### src/rtl/lib_switch_alloc_rr_pkg.sv
// Shared LIB package: pointer-width helper and request/packet types for the switch allocator.
package lib_switch_alloc_rr_pkg;

   localparam int unsigned LIB_SWITCH_M = 4;

   // One request row [0:M-1] of a single input for the default M
   typedef logic [0:LIB_SWITCH_M-1] alloc_req_t;

   typedef struct packed {
      logic [31:0] data;
      logic        tail;
   } packet_t;

   function automatic int unsigned LIB_SWITCH_PTR_W(input int unsigned n);
      return (n > 1) ? $clog2(n) : 1;
   endfunction

endpackage

### src/rtl/lib_switch_alloc_rr_if.sv
// Request/grant bundle between input buffers, allocator and crossbar select.
// i_tail exists only when LIB_SWITCH_ALLOC_LOCK_EN is defined.
interface lib_switch_alloc_rr_if #(
   parameter int unsigned N = 4,
   parameter int unsigned M = 4
);
   logic [0:N-1][0:M-1] i_req;
   logic [0:M-1]        i_out_ready;
`ifdef LIB_SWITCH_ALLOC_LOCK_EN
   logic [0:N-1]        i_tail;
`endif
   logic [0:M-1][0:N-1] o_sel;
   logic [0:N-1]        o_gnt;

`ifdef LIB_SWITCH_ALLOC_LOCK_EN
   modport master (output i_req, i_out_ready, i_tail, input o_sel, o_gnt);
   modport slave  (input i_req, i_out_ready, i_tail, output o_sel, o_gnt);
`else
   modport master (output i_req, i_out_ready, input o_sel, o_gnt);
   modport slave  (input i_req, i_out_ready, output o_sel, o_gnt);
`endif

endinterface

### src/rtl/lib_arb_rr_onehot.sv
// N-way round-robin arbiter with registered priority pointer and one-hot grant.
// LIB_SWITCH_ALLOC_LOCK_EN adds wormhole locking until the tail flit transfers.
module lib_arb_rr_onehot
   import lib_switch_alloc_rr_pkg::*;
#(
   parameter int unsigned N = 4
) (
   input  logic         clk,
   input  logic         reset_n,
   input  logic         ce,
   input  logic         en,
   input  logic [0:N-1] req,
`ifdef LIB_SWITCH_ALLOC_LOCK_EN
   input  logic [0:N-1] tail,
`endif
   output logic [0:N-1] gnt
);

   localparam int unsigned PtrW = LIB_SWITCH_PTR_W(N);

   logic [PtrW-1:0] ptr_q, ptr_d;
   logic [PtrW-1:0] win, win_inc;
   logic [0:N-1]    cand;
   logic            found;
   logic            xfer;
   int unsigned     idx;

`ifdef LIB_SWITCH_ALLOC_LOCK_EN
   logic            lock_vld_q, lock_vld_d;
   logic [PtrW-1:0] lock_id_q, lock_id_d;

   // A held output sees only its owner, even when the owner is idle
   always_comb begin
      cand = req;
      if (lock_vld_q) begin
         cand            = '0;
         cand[lock_id_q] = req[lock_id_q];
      end
   end
`else
   assign cand = req;
`endif

   always_comb begin
      found = 1'b0;
      win   = '0;
      idx   = 0;
      for (int unsigned i = 0; i < N; i++) begin
         idx = (32'(ptr_q) + i) % N;
         if (!found && cand[PtrW'(idx)]) begin
            found = 1'b1;
            win   = PtrW'(idx);
         end
      end
      gnt = '0;
      if (found && en && ce && reset_n) gnt[win] = 1'b1;
   end

   assign xfer    = |gnt;
   assign win_inc = (win == PtrW'(N - 1)) ? '0 : win + 1'b1;

   always_comb begin
      ptr_d = ptr_q;
`ifdef LIB_SWITCH_ALLOC_LOCK_EN
      lock_vld_d = lock_vld_q;
      lock_id_d  = lock_id_q;
      if (xfer) begin
         if (tail[win]) begin
            lock_vld_d = 1'b0;
            ptr_d      = win_inc;
         end else begin
            lock_vld_d = 1'b1;
            lock_id_d  = win;
         end
      end
`else
      if (xfer) ptr_d = win_inc;
`endif
   end

   always_ff @(posedge clk) begin
      if (!reset_n) begin
         ptr_q <= '0;
`ifdef LIB_SWITCH_ALLOC_LOCK_EN
         lock_vld_q <= 1'b0;
         lock_id_q  <= '0;
`endif
      end else begin
         ptr_q <= ptr_d;
`ifdef LIB_SWITCH_ALLOC_LOCK_EN
         lock_vld_q <= lock_vld_d;
         lock_id_q  <= lock_id_d;
`endif
      end
   end

endmodule

### src/rtl/lib_switch_alloc_rr.sv
// Switch allocator: one round-robin arbiter per output, one-hot crossbar select and input grants.
// Packet locking is enabled with LIB_SWITCH_ALLOC_LOCK_EN.
module lib_switch_alloc_rr #(
   parameter int unsigned N = 4,
   parameter int unsigned M = 4
) (
   input  logic                 clk,
   input  logic                 reset_n,
   input  logic                 ce,
   lib_switch_alloc_rr_if.slave bus
);

   logic [0:M-1][0:N-1] col;
   logic [0:M-1][0:N-1] sel;
   logic [0:N-1]        gnt;

   // Transpose per-input request rows into per-output candidate vectors
   always_comb begin
      col = '0;
      for (int unsigned m = 0; m < M; m++) begin
         for (int unsigned j = 0; j < N; j++) begin
            col[m][j] = bus.i_req[j][m];
         end
      end
   end

   for (genvar m = 0; m < M; m++) begin : g_arb
      lib_arb_rr_onehot #(
         .N(N)
      ) u_arb (
         .clk    (clk),
         .reset_n(reset_n),
         .ce     (ce),
         .en     (bus.i_out_ready[m]),
         .req    (col[m]),
`ifdef LIB_SWITCH_ALLOC_LOCK_EN
         .tail   (bus.i_tail),
`endif
         .gnt    (sel[m])
      );
   end

   always_comb begin
      gnt = '0;
      for (int unsigned m = 0; m < M; m++) gnt = gnt | sel[m];
   end

   assign bus.o_sel = sel;
   assign bus.o_gnt = gnt;

endmodule

### src/flat_wrapper.sv
// flat-port wrapper written by rule: the top's interface ports become plain ports
module lib_switch_alloc_rr_flat 
#(
   parameter int unsigned N = 4,
   parameter int unsigned M = 4
)
  (clk, reset_n, ce, bus_i_req, bus_i_out_ready, bus_o_sel, bus_o_gnt);
  lib_switch_alloc_rr_if #(.N(N), .M(M)) bus_i ();
  input  logic clk;
  input  logic reset_n;
  input  logic ce;
  input wire logic [$bits(bus_i.i_req)-1:0] bus_i_req;
  input wire logic [$bits(bus_i.i_out_ready)-1:0] bus_i_out_ready;
  output wire logic [$bits(bus_i.o_sel)-1:0] bus_o_sel;
  output wire logic [$bits(bus_i.o_gnt)-1:0] bus_o_gnt;
  assign bus_i.i_req = bus_i_req;
  assign bus_i.i_out_ready = bus_i_out_ready;
  assign bus_o_sel = bus_i.o_sel;
  assign bus_o_gnt = bus_i.o_gnt;
  lib_switch_alloc_rr #(.N(N), .M(M)) u_core (.clk(clk), .reset_n(reset_n), .ce(ce), .bus(bus_i));
endmodule
### config.mk
export PLATFORM = sky130hd
export DESIGN_NAME = lib_switch_alloc_rr_flat
export DESIGN_NICKNAME = d
export VERILOG_FILES = /design/src/rtl/lib_switch_alloc_rr_pkg.sv /design/src/rtl/lib_switch_alloc_rr_if.sv /design/src/rtl/lib_arb_rr_onehot.sv /design/src/rtl/lib_switch_alloc_rr.sv /design/src/flat_wrapper.sv
export SDC_FILE = /design/constraint.sdc
export NUM_CORES = 1
export LEC_CHECK = 0
export ABC_AREA = 1
export CORE_ASPECT_RATIO = 0.5
export CORE_UTILIZATION = 50
export DETAILED_ROUTE_END_ITERATION = 10
export GPL_ROUTABILITY_DRIVEN = 0
export GPL_TIMING_DRIVEN = 0
export PLACE_DENSITY = 0.88
export SLEW_MARGIN = 40
export SYNTH_ARGS = -nofsm -noshare
export SYNTH_HDL_FRONTEND = slang
export SYNTH_SLANG_ARGS = --single-unit
### constraint.sdc
create_clock -name clk -period 4.21 [get_ports clk]
set_input_delay 0.842 -clock clk [delete_from_list [all_inputs] [get_ports clk]]
set_output_delay 0.842 -clock clk [all_outputs]
set_load 0.01 [all_outputs]
==> metrics.md <==
| Metric | Value |
|---|---|
| Outcome | complete, no violations |
| CTS tree | built |
| Max FO, Critical Path | 3 |
| Tmin final | between 4 and 5 ns |
| PwrDens | 818 nW/um^2 |
| Synth cell types | 29 |
| Vias per std cell | about 5.2 |
| Worst hold start | u_core.g_arb[1].u_arb.ptr_q[1]$_SDFFE_PN0P_ |
| Pint | 0.790 mW |
| Initial antenna violation count | 0 |
| Reg2reg end | u_core.g_arb[1].u_arb.ptr_q[0]$_SDFFE_PN0P_ |
| Clock latency reported for the late side of the worst-skew pair | ~0.23 ns |
| CTS H-tree lvls | 1 |
| Mapped cell area | between 1500 and 2000 sq um |
| Row count | 14 |
| P_leak | 1.40 nW |
| Reg2Reg Depth | 16 |
| Crit. End Element | output port |
| Top Ports | 43 |
| Mean post-synth cell area | 5.43 sq um |
| Setup crit start | bus_i_req[3] |
| Largest net degree at the start of global routing | 11 |
| Max_cap viols | 0 |
| Total global routing overflow | 0 |
| GRT Total Usage | 0.243 |
| # fillers | 286 |
| Arr. time, crit path | approximately 3.2 ns |
| Most used cell, CP | nand2_1 |
| Post-Syn Nets | 359 |
| WL final | between 4000 and 5000 microns |
| Max reg flops | 8 |
| Worst-Margin Slew | 0.279 ns |
| Slew margin rel. | 0.813 |
| Top reg by flops | u_core.g_arb.u_arb.ptr_q |
| Max Buffers Root-to-Sink | 2 |
| Bufs and invs on worst path | 2 |
| Fraction of layout cells with a size suffix above 1 | 0.121 |
| CTS Sinks | 8 |
| Worst setup endpoint | bus_o_gnt[2] |
| Aggregate negative setup slack | 0 ns |
| DR iter-0 viols | 85 |
| Antenna-violating nets left | 0 |
| Core area | 3150 sq um |
| Power Total | around 1.9 mW |
| Maximum vdd drop | 0.000344 V |
| Die ar. | 3730 sq um |
| Worst hold slack | 0.565 ns |
| P&R area growth vs syn | 30.7% |
| Number of port buffers | 41 |
| Post-synthesis register bit count | 8 |
| P_sw | roughly 1.1 mW |
| Worst flop-to-flop path startpoint | u_core.g_arb[1].u_arb.ptr_q[0]$_SDFFE_PN0P_ |
| Slew Limit Fails | 0 |
| Clock transition at path regs | 0.04 ns |
| Comb power frac | 0.873 |
| Worst path top cell family by delay | simple AND/OR/NAND/NOR gates |
| DRC Markers | 0 |
| Starting Density | 0.551 |
| RSZ-0062 raised after global routing | true |
| Mean routed wirelength per cell | 11.0 microns |
| Root Buffer | clkbuf_8 |
| Clock Power Share | 0.050 |
| WP data required | roughly 3.4 ns |
| Die Span Y | 43.7 microns |
| Seq pwr share | 0.077 |
| Critical-path cell with the highest stage delay | clkdlybuf4s50_1 |
| Largest regs | u_core.g_arb.u_arb.ptr_q (8) |
| Hold_buf cts | 0 |
| Final Instance Area | 2270 sq um |
| Syn Inst Count | 320 |
| Max incr delay on CP | 0.55 ns |
| CP Cell Sequence | clkdlybuf4s50_1, nand2_1, nand2_1, nand2_1, nand2_1, nor2_2, nand2_2, or2_1, o21ai_2, ha_1, nand2_1, nand4_1, clkdlybuf4s50_1 |
| Reg2reg setup slack | ~1.9 ns |
| Crit Path Category | input pin to output port |
| Critical path depth | 13 |
| Max Freq | 246 MHz |
| DR pass1 iterations | 4 |
| Final hold vios | 0 |
| Via count | 2087 |
| Number of global-route vias before repair | 1879 |
| Seq/Total Area, Yosys | 0.0922 |
| Fin crit share | 0.964 |
| First-pass GRT wire length | 7470 microns |
| Final clock skew | 0.0000539 ns |
| Num CTS Buffers | 3 |
| Die X | 85.3 microns |
| Antenna Cells | 0 |
| Setup Viol. Count Final | 0 |
| Worst min path class | register to register |
| Dpl cell area | roughly 2200 sq um |
| YS warnings | 0 |
| Net Sw Frac | 0.574 |
| Layout Nets | 405 |
| HPWL Detailed | 3650 microns |
| Critical Path Source Type | input pin |
-- placed cells by master, fill, tap and decap left out, types with 3 or more instances in the layout --
| master | instances |
|---|---|
| nand2_1 | 130 |
| inv_1 | 47 |
| clkdlybuf4s50_1 | 37 |
| nand3_1 | 27 |
| nor2_1 | 14 |
| ha_1 | 14 |
| a21oi_1 | 8 |
| dfxtp_1 | 8 |
| inv_2 | 6 |
| nand2_2 | 6 |
| nand4_1 | 6 |
| o211ai_2 | 6 |
| o21ai_1 | 5 |
| nor2_2 | 5 |
| inv_4 | 4 |
| nand3b_1 | 4 |
| o211ai_1 | 4 |
| dlymetal6s2s_1 | 4 |
| nand3_2 | 3 |
| o21ai_2 | 3 |
| clkbuf_8 | 3 |
-- how the worst min path moves through the flow --
stage / to / slack (ns) / depth (start not counted)
final: u_core.g_arb[1].u_arb.ptr_q[1]$_SDFFE_PN0P_ / 0.57 / 2
after global routing: u_core.g_arb[1].u_arb.ptr_q[1]$_SDFFE_PN0P_ / 0.59 / 2
after CTS: u_core.g_arb[1].u_arb.ptr_q[1]$_SDFFE_PN0P_ / 0.55 / 2
after detailed placement: u_core.g_arb[1].u_arb.ptr_q[1]$_SDFFE_PN0P_ / 0.55 / 2
after global placement: u_core.g_arb[1].u_arb.ptr_q[1]$_SDFFE_PN0P_ / 0.54 / 2
after floorplan: u_core.g_arb[1].u_arb.ptr_q[1]$_SDFFE_PN0P_ / 0.51 / 2
-- power by group through the flow --
stage	Combinational, mW	Clock [mW]	Sequential (mW)
after detailed placement	1.58	0	0.142
final	1.62	0.0927	0.142
after floorplan	1.20	0	0.135
after CTS	1.59	0.0943	0.140
after global placement	1.49	0	0.140
after global routing	1.82	0.0985	0.147
-- Yosys cell counts --
cell type  number  area [sq um]
inv_4           4          25.0
o211ai_2        6          75.1
o21ai_2         2          17.5
o21a_1          2          15.0
nand3b_1        4          30.0
nor2_1         14          52.6
nand3_2         1          10.0
o211ai_1        4          30.0
nand2b_1        2          12.5
nand3_1        29           145
buf_6           2          22.5
inv_2           6          22.5
o21ai_0         4          20.0
dfxtp_1         8           160
or2_1           2          12.5
and2_1          2          12.5
ha_1           16           200
buf_4           2          15.0
nor2_4          1          11.3
a21oi_1         8          40.0
a31oi_1         1          6.26
nand4_1         6          37.5
buf_2           1          5.00
nor2_2          5          31.3
nand2_2         5          31.3
nand2_1       131           492
o21ai_1         4          20.0
a21boi_0        1          7.51
inv_1          47           176
-- logic make-up (layout without fill, tap and decap cells) --
group | count (synthesis) | count (layout) | share of synthesized area
fa+ha+maj | 16 | 16 | 0.115
simple gates | 202 | 202 | 0.506
flops | 8 | 8 | 0.0922
buf+inv | 62 | 106 | 0.153
compound gates | 32 | 32 | 0.133
-- final cells by class --
type | instances | area [sq um] | area share
Buffer | 5 | 42.5 | 0.0187
Clock buffer | 3 | 41.3 | 0.0182
Inverter | 57 | 224 | 0.0987
Multi-Input combinational cell | 250 | 1330 | 0.587
Sequential cell | 8 | 160 | 0.0706
Tap cell | 40 | 50.0 | 0.0221
Timing Repair Buffer | 41 | 420 | 0.185
-- metal layers --
metal | GRT usage | wire length (microns) | share of wire
met5 | 0 | 0 | 0
met4 | 0.0500 | 42 | 0.0094
met3 | 0.0343 | 119 | 0.027
met2 | 0.484 | 2290 | 0.51
met1 | 0.286 | 2000 | 0.45
-- what timing repair did --
item	4_1_cts	5_1_grt
setup buffers	0	0
setup endpoints to repair	0	17
gates resized for setup	0	12
-- worst register-to-register path, delay by kind of cell, from the launching register on --
family / cells / cell delay [ns]
buf+inv: 3 / 0.27
flops: 1 / 0.32
compound gates: 2 / 0.36
fa+ha+maj: 1 / 0.20
simple gates: 10 / 1.09
-- stage by stage --
step	util	setup slack (ns)	instances
after floorplan	-	1.18	320
after global placement	0.697	0.180	401
after detailed placement	0.697	0.100	401
after CTS	0.710	0.0751	404
after global routing	0.720	-0.0490	404
final	0.720	0.153	404
No activity file was read; power rests on OpenSTA's default activity.
